**config.mk**
```make
export PLATFORM = sky130hd
export DESIGN_NAME = multicycle_ctrl_flat
export DESIGN_NICKNAME = d
export VERILOG_FILES = /design/src/rtl/multicycle_ctrl_if.sv /design/src/rtl/multicycle_ctrl.sv /design/src/flat_wrapper.sv
export SDC_FILE = /design/constraint.sdc
export NUM_CORES = 1
export LEC_CHECK = 0
export ABC_AREA = 1
export CAP_MARGIN = 40
export CORE_AREA = 2 2 54 56
export DETAILED_ROUTE_END_ITERATION = 12
export DIE_AREA = 0 0 56 58
export PLACE_DENSITY = 0.54
export REMOVE_ABC_BUFFERS = 1
export SKIP_CTS_REPAIR_TIMING = 1
export SLEW_MARGIN = 10
export SYNTH_ARGS = -nofsm -noshare
export SYNTH_HDL_FRONTEND = slang
export SYNTH_SLANG_ARGS = --single-unit
export TNS_END_PERCENT = 10
```
**constraint.sdc**
```tcl
create_clock -name clk -period 2.5 [get_ports clk]
set_clock_uncertainty 0.05 [all_clocks]
set_input_delay 0.5 -clock clk [delete_from_list [all_inputs] [get_ports clk]]
set_output_delay 0.5 -clock clk [all_outputs]
set_load 0.05 [all_outputs]
```
**src/rtl/multicycle_ctrl_if.sv**
```systemverilog
// multicycle_ctrl_if: control bundle between the multi-cycle FSM and the datapath (IR, memory port, regfile, ALU).
interface multicycle_ctrl_if #(parameter int ALU_CTRL_W = 4);
    logic [5:0]            opcode;
    logic [5:0]            funct;
    logic                  zero;
    logic                  mem_ready;
    logic [ALU_CTRL_W-1:0] alu_ctrl;
    logic                  alu_src_a;
    logic [1:0]            alu_src_b;
    logic                  pc_en;
    logic [1:0]            pc_src;
    logic                  i_or_d;
    logic                  mem_read;
    logic                  mem_write;
    logic                  ir_write;
    logic                  reg_write;
    logic                  reg_dst;
    logic                  mem_to_reg;
    logic                  illegal;
    logic [3:0]            state;
    modport master (
        input  opcode, funct, zero, mem_ready,
        output alu_ctrl, alu_src_a, alu_src_b, pc_en, pc_src, i_or_d, mem_read, mem_write,
               ir_write, reg_write, reg_dst, mem_to_reg, illegal, state
    );
    modport slave (
        output opcode, funct, zero, mem_ready,
        input  alu_ctrl, alu_src_a, alu_src_b, pc_en, pc_src, i_or_d, mem_read, mem_write,
               ir_write, reg_write, reg_dst, mem_to_reg, illegal, state
    );
endinterface

```
**src/rtl/multicycle_ctrl.sv**
```systemverilog
// multicycle_ctrl: FETCH/DECODE/EXEC/MEM/WB sequencer driving the ALU and datapath strobes.
module multicycle_ctrl #(
    parameter int ALU_CTRL_W = 4
) (
    input  logic               clk,
    input  logic               rst_n,
    multicycle_ctrl_if.master  bus
);
    localparam logic [3:0] FETCH    = 4'd0;
    localparam logic [3:0] DECODE   = 4'd1;
    localparam logic [3:0] EXEC_R   = 4'd2;
    localparam logic [3:0] EXEC_I   = 4'd3;
    localparam logic [3:0] MEM_ADDR = 4'd4;
    localparam logic [3:0] MEM_RD   = 4'd5;
    localparam logic [3:0] MEM_WB   = 4'd6;
    localparam logic [3:0] MEM_WR   = 4'd7;
    localparam logic [3:0] R_WB     = 4'd8;
    localparam logic [3:0] I_WB     = 4'd9;
    localparam logic [3:0] BRANCH   = 4'd10;
    localparam logic [3:0] JUMP     = 4'd11;

    localparam logic [ALU_CTRL_W-1:0] ALU_AND = ALU_CTRL_W'(4'b0000);
    localparam logic [ALU_CTRL_W-1:0] ALU_OR  = ALU_CTRL_W'(4'b0001);
    localparam logic [ALU_CTRL_W-1:0] ALU_ADD = ALU_CTRL_W'(4'b0010);
    localparam logic [ALU_CTRL_W-1:0] ALU_SLL = ALU_CTRL_W'(4'b0011);
    localparam logic [ALU_CTRL_W-1:0] ALU_SUB = ALU_CTRL_W'(4'b0110);
    localparam logic [ALU_CTRL_W-1:0] ALU_SLT = ALU_CTRL_W'(4'b0111);
    localparam logic [ALU_CTRL_W-1:0] ALU_NOR = ALU_CTRL_W'(4'b1100);

    logic [3:0]            state_q;
    logic [3:0]            state_d;
    logic [ALU_CTRL_W-1:0] funct_alu;
    logic                  funct_ok;
    logic is_r, is_lw, is_sw, is_addi, is_beq, is_j, op_ok;
    logic in_fetch, in_decode, in_exec_r, in_exec_i, in_mem_addr, in_mem_rd;
    logic in_mem_wb, in_mem_wr, in_r_wb, in_i_wb, in_branch, in_jump;

    assign is_r    = bus.opcode == 6'b000000;
    assign is_lw   = bus.opcode == 6'b100011;
    assign is_sw   = bus.opcode == 6'b101011;
    assign is_addi = bus.opcode == 6'b001000;
    assign is_beq  = bus.opcode == 6'b000100;
    assign is_j    = bus.opcode == 6'b000010;
    assign op_ok   = is_r | is_lw | is_sw | is_addi | is_beq | is_j;

    always_comb begin
        funct_ok  = 1'b1;
        funct_alu = ALU_ADD;
        case (bus.funct)
            6'b100000: funct_alu = ALU_ADD;
            6'b100010: funct_alu = ALU_SUB;
            6'b100100: funct_alu = ALU_AND;
            6'b100101: funct_alu = ALU_OR;
            6'b100111: funct_alu = ALU_NOR;
            6'b101010: funct_alu = ALU_SLT;
            6'b000000: funct_alu = ALU_SLL;
            default:   funct_ok  = 1'b0;
        endcase
    end

    always_comb begin
        state_d = FETCH;
        case (state_q)
            FETCH:    state_d = bus.mem_ready ? DECODE : FETCH;
            DECODE:   state_d = is_r ? EXEC_R : (is_lw | is_sw) ? MEM_ADDR : is_addi ? EXEC_I :
                                is_beq ? BRANCH : is_j ? JUMP : FETCH;
            EXEC_R:   state_d = funct_ok ? R_WB : FETCH;
            EXEC_I:   state_d = I_WB;
            MEM_ADDR: state_d = is_sw ? MEM_WR : MEM_RD;
            MEM_RD:   state_d = bus.mem_ready ? MEM_WB : MEM_RD;
            MEM_WR:   state_d = bus.mem_ready ? FETCH : MEM_WR;
            default:  state_d = FETCH;
        endcase
    end

    always_ff @(posedge clk or negedge rst_n) begin
        if (!rst_n)
            state_q <= FETCH;
        else
            state_q <= state_d;
    end

    assign in_fetch    = state_q == FETCH;
    assign in_decode   = state_q == DECODE;
    assign in_exec_r   = state_q == EXEC_R;
    assign in_exec_i   = state_q == EXEC_I;
    assign in_mem_addr = state_q == MEM_ADDR;
    assign in_mem_rd   = state_q == MEM_RD;
    assign in_mem_wb   = state_q == MEM_WB;
    assign in_mem_wr   = state_q == MEM_WR;
    assign in_r_wb     = state_q == R_WB;
    assign in_i_wb     = state_q == I_WB;
    assign in_branch   = state_q == BRANCH;
    assign in_jump     = state_q == JUMP;

    // Every output is qualified by rst_n so nothing fires while reset is held, even though FETCH is a requesting state.
    assign bus.state      = state_q;
    assign bus.mem_read   = rst_n & (in_fetch | in_mem_rd);
    assign bus.mem_write  = rst_n & in_mem_wr;
    assign bus.i_or_d     = rst_n & (in_mem_rd | in_mem_wr);
    assign bus.ir_write   = rst_n & in_fetch & bus.mem_ready;
    assign bus.pc_en      = rst_n & ((in_fetch & bus.mem_ready) | (in_branch & bus.zero) | in_jump);
    assign bus.pc_src     = !rst_n ? 2'b00 : in_branch ? 2'b01 : in_jump ? 2'b10 : 2'b00;
    assign bus.alu_src_a  = rst_n & (in_exec_r | in_exec_i | in_mem_addr | in_branch);
    assign bus.alu_src_b  = !rst_n ? 2'b00 : in_fetch ? 2'b01 : in_decode ? 2'b11 :
                            (in_exec_i | in_mem_addr) ? 2'b10 : 2'b00;
    assign bus.alu_ctrl   = !rst_n ? ALU_ADD : in_exec_r ? funct_alu : in_branch ? ALU_SUB : ALU_ADD;
    assign bus.reg_write  = rst_n & (in_r_wb | in_i_wb | in_mem_wb);
    assign bus.reg_dst    = rst_n & in_r_wb;
    assign bus.mem_to_reg = rst_n & in_mem_wb;
    assign bus.illegal    = rst_n & ((in_decode & !op_ok) | (in_exec_r & !funct_ok));
endmodule
```
**src/flat_wrapper.sv**
```systemverilog
// flat-port wrapper written by rule: the top's interface ports become plain ports
module multicycle_ctrl_flat 
#(
    parameter int ALU_CTRL_W = 4
)
  (clk, rst_n, bus_opcode, bus_funct, bus_zero, bus_mem_ready, bus_alu_ctrl, bus_alu_src_a, bus_alu_src_b, bus_pc_en, bus_pc_src, bus_i_or_d, bus_mem_read, bus_mem_write, bus_ir_write, bus_reg_write, bus_reg_dst, bus_mem_to_reg, bus_illegal, bus_state);
  multicycle_ctrl_if #(.ALU_CTRL_W(ALU_CTRL_W)) bus_i ();
  input  logic clk;
  input  logic rst_n;
  input wire logic [$bits(bus_i.opcode)-1:0] bus_opcode;
  input wire logic [$bits(bus_i.funct)-1:0] bus_funct;
  input wire logic [$bits(bus_i.zero)-1:0] bus_zero;
  input wire logic [$bits(bus_i.mem_ready)-1:0] bus_mem_ready;
  output wire logic [$bits(bus_i.alu_ctrl)-1:0] bus_alu_ctrl;
  output wire logic [$bits(bus_i.alu_src_a)-1:0] bus_alu_src_a;
  output wire logic [$bits(bus_i.alu_src_b)-1:0] bus_alu_src_b;
  output wire logic [$bits(bus_i.pc_en)-1:0] bus_pc_en;
  output wire logic [$bits(bus_i.pc_src)-1:0] bus_pc_src;
  output wire logic [$bits(bus_i.i_or_d)-1:0] bus_i_or_d;
  output wire logic [$bits(bus_i.mem_read)-1:0] bus_mem_read;
  output wire logic [$bits(bus_i.mem_write)-1:0] bus_mem_write;
  output wire logic [$bits(bus_i.ir_write)-1:0] bus_ir_write;
  output wire logic [$bits(bus_i.reg_write)-1:0] bus_reg_write;
  output wire logic [$bits(bus_i.reg_dst)-1:0] bus_reg_dst;
  output wire logic [$bits(bus_i.mem_to_reg)-1:0] bus_mem_to_reg;
  output wire logic [$bits(bus_i.illegal)-1:0] bus_illegal;
  output wire logic [$bits(bus_i.state)-1:0] bus_state;
  assign bus_i.opcode = bus_opcode;
  assign bus_i.funct = bus_funct;
  assign bus_i.zero = bus_zero;
  assign bus_i.mem_ready = bus_mem_ready;
  assign bus_alu_ctrl = bus_i.alu_ctrl;
  assign bus_alu_src_a = bus_i.alu_src_a;
  assign bus_alu_src_b = bus_i.alu_src_b;
  assign bus_pc_en = bus_i.pc_en;
  assign bus_pc_src = bus_i.pc_src;
  assign bus_i_or_d = bus_i.i_or_d;
  assign bus_mem_read = bus_i.mem_read;
  assign bus_mem_write = bus_i.mem_write;
  assign bus_ir_write = bus_i.ir_write;
  assign bus_reg_write = bus_i.reg_write;
  assign bus_reg_dst = bus_i.reg_dst;
  assign bus_mem_to_reg = bus_i.mem_to_reg;
  assign bus_illegal = bus_i.illegal;
  assign bus_state = bus_i.state;
  multicycle_ctrl #(.ALU_CTRL_W(ALU_CTRL_W)) u_core (.clk(clk), .rst_n(rst_n), .bus(bus_i));
endmodule
```
# --- Word-level counts from Yosys, hierarchy flattened ---
# Cells that the tools add are included.
# W data, S select, Z words.
totals:
  word_cells: 84
  reg_bits: 4
  out_inout_bits: 22
  inputBits: 16
op_classes:
  n_reduce_logical: 6
  n_mux: 23
  bitwise: 32
  n_eq_ne: 22
ops:
  columns: ["op", "count"]
  rows:
  - ["$eq A6 B6 Y1 const B", 8]
  - ["$mux W4", 8]
  - ["$pmux W4 S7", 1]
  - ["$pmux W4 S6", 1]
  - ["$mux W2", 9]
  - ["$or A1 B1 Y1", 17]
  - ["$eq A4 B3 Y1 const B", 4]
  - ["$eq A4 B4 Y1 const B", 4]
  - ["$and A1 B1 Y1", 15]
  - ["$logic_not A6 Y1", 2]
  - ["$eq A4 B2 Y1 const B", 2]
  - ["$reduce_or A7 Y1", 1]
  - ["$eq A6 B2 Y1 const B", 1]
  - ["$eq A6 B3 Y1 const B", 1]
  - ["$eq A6 B4 Y1 const B", 1]
  - ["$mux W3", 2]
  - ["$eq A4 B1 Y1 const B", 1]
  - ["$logic_not A4 Y1", 1]
  - ["$logic_not A1 Y1", 2]
  - ["$mux W1", 2]

# --- Depth between registers and ports, before layout ---
# Gate-level depths: netlist of run 1.
logic_depth:
  depth_word: 10
  mapped_depth: 8
  depth_no_buf: 8

# --- Worst setup path before layout of run 1 ---
# No wires, ideal clock.
synth_timing:
  kind: "register to output"
  startpoint: "reg u_core.state_q[2] (netlist: u_core.bus.state[2])"
  endpoint: "out bus_pc_en"
  path_buffers: 0
  path_stages_with_launch: 8
  arrival_time_ns: 2.262
  required_ns: 1.950
  path_slack_ns: -0.312
  path_cell_list: "dfrtp_1 inv_1 nand2_1 nor2_1 inv_1 nor2_1 a21oi_1 o21ai_0"
synth_between:
  elab_chain_cells: 5
  word_cells_on_any_way: 8
  classes_between: "eq/ne (2); bitwise (5); reduce/logical (1)"
synth_rtl:
  columns: ["element", "line_no", "text"]
  rows:
  - ["start, declared", "multicycle_ctrl.sv:30", "logic [3:0] state_q;"]
  - ["start signal, assigned", "multicycle_ctrl.sv:80", "state_q <= state_d;"]
  - ["$eq A4 B4 Y1 / $logic_not A4 Y1 (equally long branches)", "multicycle_ctrl.sv:93, multicycle_ctrl.sv:83", null]
  - ["$and A1 B1 Y1", "multicycle_ctrl.sv:102", "assign bus.pc_en = rst_n & ((in_fetch & bus.mem_ready) | (in_branch & bus.zero) | in_jump);"]
  - ["$or A1 B1 Y1", "multicycle_ctrl.sv:102", null]
  - ["$or A1 B1 Y1 (*)", "multicycle_ctrl.sv:102", null]
  - ["$and A1 B1 Y1 (*)", "multicycle_ctrl.sv:102", null]
  - ["end, declared", "flat_wrapper.sv:17", "output wire logic [$bits(bus_i.pc_en)-1:0] bus_pc_en;"]
# Every way passes the cells marked *; elsewhere a longest branch is shown, timed or not.

# --- Worst setup path in the final report of run 1 ---
layout_timing:
  startpoint: "in bus_funct[5]"
  endpoint: "out bus_alu_ctrl[2]"
layout_between:
  elab_chain_cells: 4
  word_cells_on_any_way: 9
  classes_between: "eq/ne (5); mux (3); reduce/logical (1)"
layout_rtl:
  columns: ["element", "line_no", "text"]
  rows:
  - ["start, declared", "flat_wrapper.sv:11", "input wire logic [$bits(bus_i.funct)-1:0] bus_funct;"]
  - ["$eq A6 B6 Y1 / $logic_not A6 Y1 (equally long branches)", "multicycle_ctrl.sv:49", "case (bus.funct)"]
  - ["$pmux W4 S6 (*)", "multicycle_ctrl.sv:49", null]
  - ["$mux W4 (*) (2 in series)", "multicycle_ctrl.sv:107", "assign bus.alu_ctrl = !rst_n ? ALU_ADD : in_exec_r ? funct_alu : in_branch ? ALU_SUB : ALU_ADD;"]
  - ["end, declared", "flat_wrapper.sv:14", "output wire logic [$bits(bus_i.alu_ctrl)-1:0] bus_alu_ctrl;"]
# Marks and branches as above.

==> metrics.cfg, run 1 <==
[clock_tree]
numCtsBuffers=3
cts_root_buffer=clkbuf_4
clockBufferDepth=2
insertion_delay_ns=0.24
clk_pin_slew_ns=0.04
cts-htree-levels=1
cts_sinks=4
cts_tree=yes

[final_layout]
stdcell_count=204
final_common_cell=nor2_1
final_util_pct=48.5
largest_reg_flops=4
fill_cells=289
final_cell_mix=nor2_1 (30), inv_1 (27), nand2_1 (24)
antenna_cells=0
drive_above_1_share_pct=20.2
synthToLayoutAreaGrowth_pct=99.0
nets=191

[synth]
ys_seq_elements=4
yosys_warnings=0
synth_area_um2=649
syn_inst=130
ys_types=18
synth_area_leader_cell=nor2_1
yosys.area.top_type_share_pct=17.3
ys_seq_area_share_pct=15.4
synthTopCellsByArea=nor2_1 (17%), inv_1 (16%), dfrtp_1 (15%), nand2_1 (14%), nand3_1 (12%)
postSynthAreaPerCell_um2=5.00

[sta]
slew_viol_final=0
period_share_pct=94.5
rsz0062_at_grt=true
setup_viol=0
worstMarginPinSlew_ns=0.526
fin_crit_ns=2.36
setup_ws_ns=0.138
max_freq_ghz=0.423
finalHoldViolCount=0
relSlewSlack_pct=64.9

[setup_path]
r2r_end=u_core.bus.state[3]
crit_top_cell=nand3_1
cp-end-kind=output pin
worstSetupPathType=in -> out
critPathTopFamily=buffers and inverters
crit_chain=clkdlybuf4s50_1 -> nand2_1 -> nor2_1 -> nand3_1 -> nand3_1 -> nand3_1 -> inv_1 -> buf_12
crit_arrival_ns=1.81
crit_required_ns=1.95
r2r_slack_ns=1.23
max_stage_delay_ns=0.51
r2r_cells=7
crit_cells=8
cp_max_fo=3
critPathSlowestCell=clkdlybuf4s50_1
start_kind=input port
worstReg2RegStart=u_core.bus.state[3]
cp_num_buf_inv=3

[place]
hpwlAfterDp_um=1860
numPlacedInstances=201
pre_cts_ws_ns=0.0253
port_buffers=37
place.gp.congestion=0.810

[min_path]
hold_class=in -> async

[grt]
first_global_vias=907
grt_max_degree=11
grt_pass1_wl_um=3750
grt_use_total_pct=14.3
grt_overflow_total=0
antenna_found_initial=0

[floorplanning]
die_area_um2=3250
die_w_um=56
num_rows=19
die_h_um=58
initial_core_util_pct=24.4
pin_count=38
design.core.area_um2=2660

[flow_run]
maxCapViolations=0

[drt]
viasPerCell=4.56
wl_per_cell_um=10.4
antenna_left=0
drt-pass1-iter-count=4
wl_um=2120
drtIter0Drc=5
drc=0
via_count=931

[run_status]
outcome=completed

[power]
powerDensity_nw_per_um2=579
ir_drop_mv=0.412
leakagePower_nw=0.653

[power by group]
part / leakage (nW) / switching, W / internal, W
Clock: 0.0138 / 0.0000313 / 0.0000540
Sequential: 0.0530 / 0.0000283 / 0.0000791
Combinational: 0.586 / 0.000333 / 0.000223
[cells by family after synthesis]
kind of cell / synth area share [%]
DFF: 15.4
AOI/OAI and AO/OA: 10.6
buffers and inverters: 17.3
and+or+nand+nor: 56.6
[routing by layer]
layer / vias to the layer above / routed length [um] / global-route usage, % / part of all wire (%)
li1: 493 / - / - / -
met1: 407 / 892 / 16.8 / 42
met2: 24 / 1090 / 26.1 / 51
met3: 7 / 98 / 3.35 / 4.6
met4: 0 / 38 / 4.08 / 1.8
met5: - / 0 / 0 / 0
[worst max path at each step]
stage	slack, ns	from	to
2_1_floorplan	-0.31	u_core.bus.state[2]	bus_pc_en
3_3_place_gp	0.07	rst_n	bus_pc_en
3_5_place_dp	0.03	rst_n	bus_pc_en
4_1_cts	0.02	rst_n	bus_pc_en
5_1_grt	-0.002	bus_funct[1]	bus_alu_ctrl[0]
6_report	0.14	bus_funct[5]	bus_alu_ctrl[2]
[stage by stage]
stage	area [um^2]	setup TNS [ns]	hold WS, ns	power, W
after floorplan	646	-0.569	0.154	0.000414
after global placement	1260	0	0.658	0.000662
after detailed placement	1260	0	0.664	0.000666
after CTS	1290	0	0.513	0.000753
after global routing	1290	-0.00212	0.562	0.000794
final	1290	0	0.538	0.000749
[Yosys cell counts, drive strengths merged]
master / instances
nand2: 26
dfrtp: 4
nand4: 1
nand3b: 1
o31ai: 1
a21oi: 3
nor2: 35
inv: 29
nor3: 4
o21ai: 8
nor3b: 1
clkbuf: 1
o22ai: 1
nand3: 15
[final cells by class]
type | instances | area (um^2) | area share [%]
clock buffers | 3 | 22.5 | 1.74
inverters | 29 | 109 | 8.42
multi-input cells | 96 | 442 | 34.2
flip-flops and latches | 4 | 100 | 7.74
well taps | 31 | 38.8 | 3.00
repair buffers | 41 | 581 | 44.9
No activity file was read; power rests on OpenSTA's default activity.
==> inputs of run 2 (changes only) <==
CORE_AREA = 2 2 47 49   (was 2 2 54 56)
DIE_AREA = 0 0 49 51   (was 0 0 56 58)
PLACE_DENSITY = 0.69   (was 0.54)
==> metrics.cfg, run 2 (synthesis gave the netlist of run 1 again) <==
[drt]
drtIter0Drc=12  ; was 5
wl_per_cell_um=10.3  ; was 10.4 um
via_count=936  ; was 931
antenna_left=0  ; unchanged
wl_um=2070  ; was 2120 um
drc=0  ; unchanged
drt-pass1-iter-count=4  ; unchanged
viasPerCell=4.66  ; was 4.56

[final_layout]
largest_reg_flops=4  ; unchanged
final_common_cell=nor2_1  ; unchanged
drive_above_1_share_pct=19.7  ; was 20.2%
synthToLayoutAreaGrowth_pct=98.5  ; was 99.0%
fin_area_um2=1290  ; about the same
final_cell_mix=nor2_1 (30), inv_1 (28), nand2_1 (24)  ; was nor2_1 (30), inv_1 (27), nand2_1 (24)
antenna_cells=0  ; unchanged
nets=191  ; unchanged

[grt]
grt_overflow_total=0  ; unchanged
grt_use_total_pct=17.8  ; was 14.3%
grt_max_degree=10  ; was 11
first_global_vias=903  ; was 907
antenna_found_initial=0  ; unchanged
grt_pass1_wl_um=3540  ; was 3750 um

[floorplanning]
die_w_um=49  ; was 56 um
die_area_um2=2500  ; was 3250 um^2
die_h_um=51  ; was 58 um
num_rows=17  ; was 19
pin_count=38  ; unchanged
initial_core_util_pct=31.5  ; was 24.4%
design.core.area_um2=2060  ; was 2660 um^2

[clock_tree]
cts-htree-levels=1  ; unchanged
cts_root_buffer=clkbuf_4  ; unchanged
cts_tree=yes  ; unchanged
insertion_delay_ns=0.24  ; about the same
clockBufferDepth=2  ; unchanged
clk_pin_slew_ns=0.05  ; was 0.04 ns
numCtsBuffers=3  ; unchanged
cts_sinks=4  ; unchanged

[sta]
setup_ws_ns=0.130  ; was 0.138 ns
worstMarginPinSlew_ns=0.503  ; was 0.526 ns
setup_viol=0  ; unchanged
fin_hold_ws_ns=0.522  ; was 0.538 ns
relSlewSlack_pct=66.4  ; was 64.9%
rsz0062_at_grt=false  ; was true
slew_viol_final=0  ; unchanged
period_share_pct=94.8  ; was 94.5%
max_freq_ghz=0.422  ; was 0.423 GHz
finalHoldViolCount=0  ; unchanged
fin_setup_tns_ns=0  ; unchanged
fin_crit_ns=2.37  ; was 2.36 ns

[place]
hpwlAfterDp_um=1800  ; was 1860 um
pre_cts_ws_ns=0.0384  ; was 0.0253 ns
port_buffers=37  ; unchanged
dpl_cell_area_um2=1260  ; about the same
place.gp.congestion=0.901  ; was 0.810

[setup_path]
cp_max_fo=4  ; was 3
worstSetupPathType=in -> out  ; unchanged
r2r_cells=7  ; unchanged
r2r_slack_ns=1.24  ; was 1.23 ns
start_kind=input port  ; unchanged
crit_required_ns=1.95  ; about the same
crit_arrival_ns=1.82  ; was 1.81 ns
r2r_end=u_core.bus.state[1]  ; was u_core.bus.state[3]
worstReg2RegStart=u_core.bus.state[3]  ; unchanged
cp-end-kind=output pin  ; unchanged

[power]
clkPwrFrac_pct=11.5  ; was 11.4%
p_sw_w=0.000392  ; was 0.000393 W
combPwrFrac_pct=74.3  ; about the same
p_sw_share_pct=52.4  ; about the same
power_w=0.000748  ; was 0.000749 W
p_int_w=0.000356  ; about the same
leakagePower_nw=0.654  ; was 0.653 nW
ir_drop_mv=0.478  ; was 0.412 mV
powerDensity_nw_per_um2=581  ; was 579 nW/um^2
seqPwrFrac_pct=14.2  ; was 14.3%

[flow_run]
maxCapViolations=0  ; unchanged

[min_path]
hold_class=in -> async  ; unchanged

[run_status]
outcome=completed  ; unchanged

[run 2: changes by cell type in the layout (fill, tap and decap cells not counted)]
cell and change:
o21ai_1 +1, inv_2 -1, inv_1 +1, o21ai_0 -1
[run 2: metal layers]
layer	GRT usage [%]	share of wire [%]	wire, um
met4	5.71	0.39	8
met3	3.51	3.7	76
met2	34.0	52	1080
met1	19.6	44	900
met5	0	0	0
[run 2: through the flow]
| step | util (%) | std cells |
|---|---|---|
| 2_1_floorplan | - | 129 |
| 3_3_place_gp | 61.1 | 198 |
| 3_5_place_dp | 61.1 | 198 |
| 4_1_cts | 62.2 | 201 |
| 5_1_grt | 62.5 | 201 |
| 6_report | 62.5 | 201 |
[run 2: power by group through the flow]
stage / Clock (W) / Sequential [W] / Combinational, W
global route: 0.0000964 / 0.000111 / 0.000591
CTS: 0.0000871 / 0.000106 / 0.000556
detailed placement: 0 / 0.000107 / 0.000555
global placement: 0 / 0.000106 / 0.000550
floorplan: 0 / 0.000153 / 0.000261
finish: 0.0000861 / 0.000106 / 0.000556
[run 2: worst max-delay path by stage]
stage	end	start	slack, ns	depth (start not counted)
6_report	bus_illegal	bus_funct[1]	0.13	9
3_3_place_gp	bus_pc_en	rst_n	0.09	8
5_1_grt	bus_pc_en	rst_n	0.02	8
4_1_cts	bus_alu_ctrl[3]	bus_funct[5]	0.04	6
2_1_floorplan	bus_pc_en	u_core.bus.state[2]	-0.31	7
3_5_place_dp	bus_alu_ctrl[3]	bus_funct[5]	0.04	6
[run 2: worst max-delay path, cell delays in order]
cell,delay (ns)
clkdlybuf4s50_1,0.53
inv_1,0.08
nor2_1,0.13
nand3_1,0.15
nand2_1,0.08
inv_1,0.05
nand4_1,0.06
nand2_1,0.09
buf_12,0.16
[run 2: final cells by class]
type                            instances  area (um^2)
Sequential cell                         4          100
Fill cell                             205          774
Clock buffer                            3         22.5
Multi-Input combinational cell         96          442
Timing Repair Buffer                   41          581
Inverter                               29          109
Tap cell                               28         35.0
==> inputs of run 3 (changes only) <==
clock period = 3 ns   (was 2.5 ns; I/O delays follow)
==> metrics.cfg, run 3 (synthesis gave the netlist of run 1 again) <==
[run_status]
outcome=completed  ; unchanged

[grt]
grt_overflow_total=0  ; unchanged
grt_max_degree=11  ; was 10
antenna_found_initial=0  ; unchanged
first_global_vias=870  ; was 903
grt_use_total_pct=17.5  ; was 17.8%
grt_pass1_wl_um=3420  ; was 3540 um

[sta]
setup_viol=0  ; unchanged
worstMarginPinSlew_ns=0.511  ; was 0.503 ns
fin_setup_tns_ns=0  ; unchanged
slew_viol_final=0  ; unchanged
finalHoldViolCount=0  ; unchanged
rsz0062_at_grt=false  ; unchanged
fin_crit_ns=2.60
fin_hold_ws_ns=0.629  ; was 0.522 ns
period_share_pct=86.6
relSlewSlack_pct=65.8  ; was 66.4%
max_freq_ghz=0.385

[clock_tree]
clockBufferDepth=2  ; unchanged
clk_pin_slew_ns=0.04  ; was 0.05 ns
cts_sinks=4  ; unchanged
cts_root_buffer=clkbuf_4  ; unchanged
numCtsBuffers=3  ; unchanged
cts_tree=yes  ; unchanged
insertion_delay_ns=0.24  ; about the same
cts-htree-levels=1  ; unchanged

[final_layout]
fill_cells=200  ; was 205
final_common_cell=nor2_1  ; unchanged
antenna_cells=0  ; unchanged
drive_above_1_share_pct=18.1  ; was 19.7%
largest_reg_flops=4  ; unchanged
synthToLayoutAreaGrowth_pct=95.4  ; was 98.5%
final_cell_mix=nor2_1 (30), inv_1 (28), nand2_1 (24)  ; unchanged
fin_area_um2=1270  ; was 1290 um^2
nets=189  ; was 191

[setup_path]
start_kind=input port  ; unchanged
crit_arrival_ns=1.95  ; was 1.82 ns
crit_required_ns=2.35  ; was 1.95 ns
cp_max_fo=4  ; unchanged
r2r_cells=7  ; unchanged
cp-end-kind=output pin  ; unchanged
worstSetupPathType=in -> out  ; unchanged

[floorplanning]
initial_core_util_pct=31.5  ; unchanged
die_w_um=49  ; unchanged
num_rows=17  ; unchanged
design.core.area_um2=2060  ; unchanged
pin_count=38  ; unchanged
die_area_um2=2500  ; unchanged
die_h_um=51  ; unchanged

[drt]
highest_layer=met4  ; unchanged
drtIter0Drc=27  ; was 12
via_count=931  ; was 936
antenna_left=0  ; unchanged
drt-pass1-iter-count=4  ; unchanged
wl_per_cell_um=10.3  ; about the same
viasPerCell=4.68  ; was 4.66
wl_um=2050  ; was 2070 um
drc=0  ; unchanged
wl_met2_um=1040  ; was 1080 um
drt-met1-wl_um=884  ; was 900 um
wl_met3_um=98  ; was 76 um

[min_path]
hold_class=in -> async  ; unchanged

[power]
ir_drop_mv=0.390  ; was 0.478 mV
powerDensity_nw_per_um2=488  ; was 581 nW/um^2
leakagePower_nw=0.642  ; was 0.654 nW

[place]
hpwlAfterDp_um=1770  ; was 1800 um
port_buffers=37  ; unchanged
dpl_cell_area_um2=1250  ; was 1260 um^2
place.gp.congestion=0.892  ; was 0.901

[flow_run]
maxCapViolations=0  ; unchanged

==> run 3: final cells by class <==
type	instances	area, um^2	area share, %
well taps	28	35.0	2.76
flip-flops and latches	4	100	7.89
clock buffers	3	22.5	1.78
multi-input cells	96	437	34.4
inverters	29	109	8.58
repair buffers	39	566	44.6
==> run 3: through the flow <==
step           total power, W  std cells  setup slack [ns]  util (%)
6_report             0.000620        199             0.402      61.5
3_3_place_gp         0.000549        196             0.424      60.4
3_5_place_dp         0.000553        196             0.394      60.4
2_1_floorplan        0.000345        129            0.0877         -
4_1_cts              0.000625        199             0.391      61.5
5_1_grt              0.000655        199             0.234      61.5
==> run 3: path summary, 6_finish.rpt <==
| path | slack [ns] | start | endpoint |
|---|---|---|---|
| max | 0.40 | rst_n | bus_pc_en |
| min | 0.63 | rst_n | u_core.bus.state[0] |
| max reg2reg | 1.75 | u_core.bus.state[3] | u_core.bus.state[0] |
| min reg2reg | 0.65 | u_core.bus.state[2] | u_core.bus.state[2] |
| max in group asynchronous | 2.14 | rst_n | u_core.bus.state[2] |
| min in group clk | 0.65 | u_core.bus.state[2] | u_core.bus.state[2] |
==> run 3: routing by layer <==
layer / vias to the layer above / track usage (%)
met3: 4 / 5.26
met5: - / 0
met1: 415 / 18.9
met4: 0 / 6.67
li1: 484 / -
met2: 28 / 32.2
==> run 3: report_power, final <==
| part | total [W] | switching, W | internal (W) |
|---|---|---|---|
| clock | 0.0000686 | 0.0000237 | 0.0000449 |
| combinational | 0.000462 | 0.000277 | 0.000185 |
| sequential | 0.0000891 | 0.0000232 | 0.0000659 |
==> run 3: critical path: stages <==
cell,delay (ns)
clkdlybuf4s50_1,0.48
inv_1,0.07
nor2_1,0.10
inv_1,0.09
nor2_1,0.22
a21oi_1,0.06
o21ai_0,0.15
buf_12,0.18
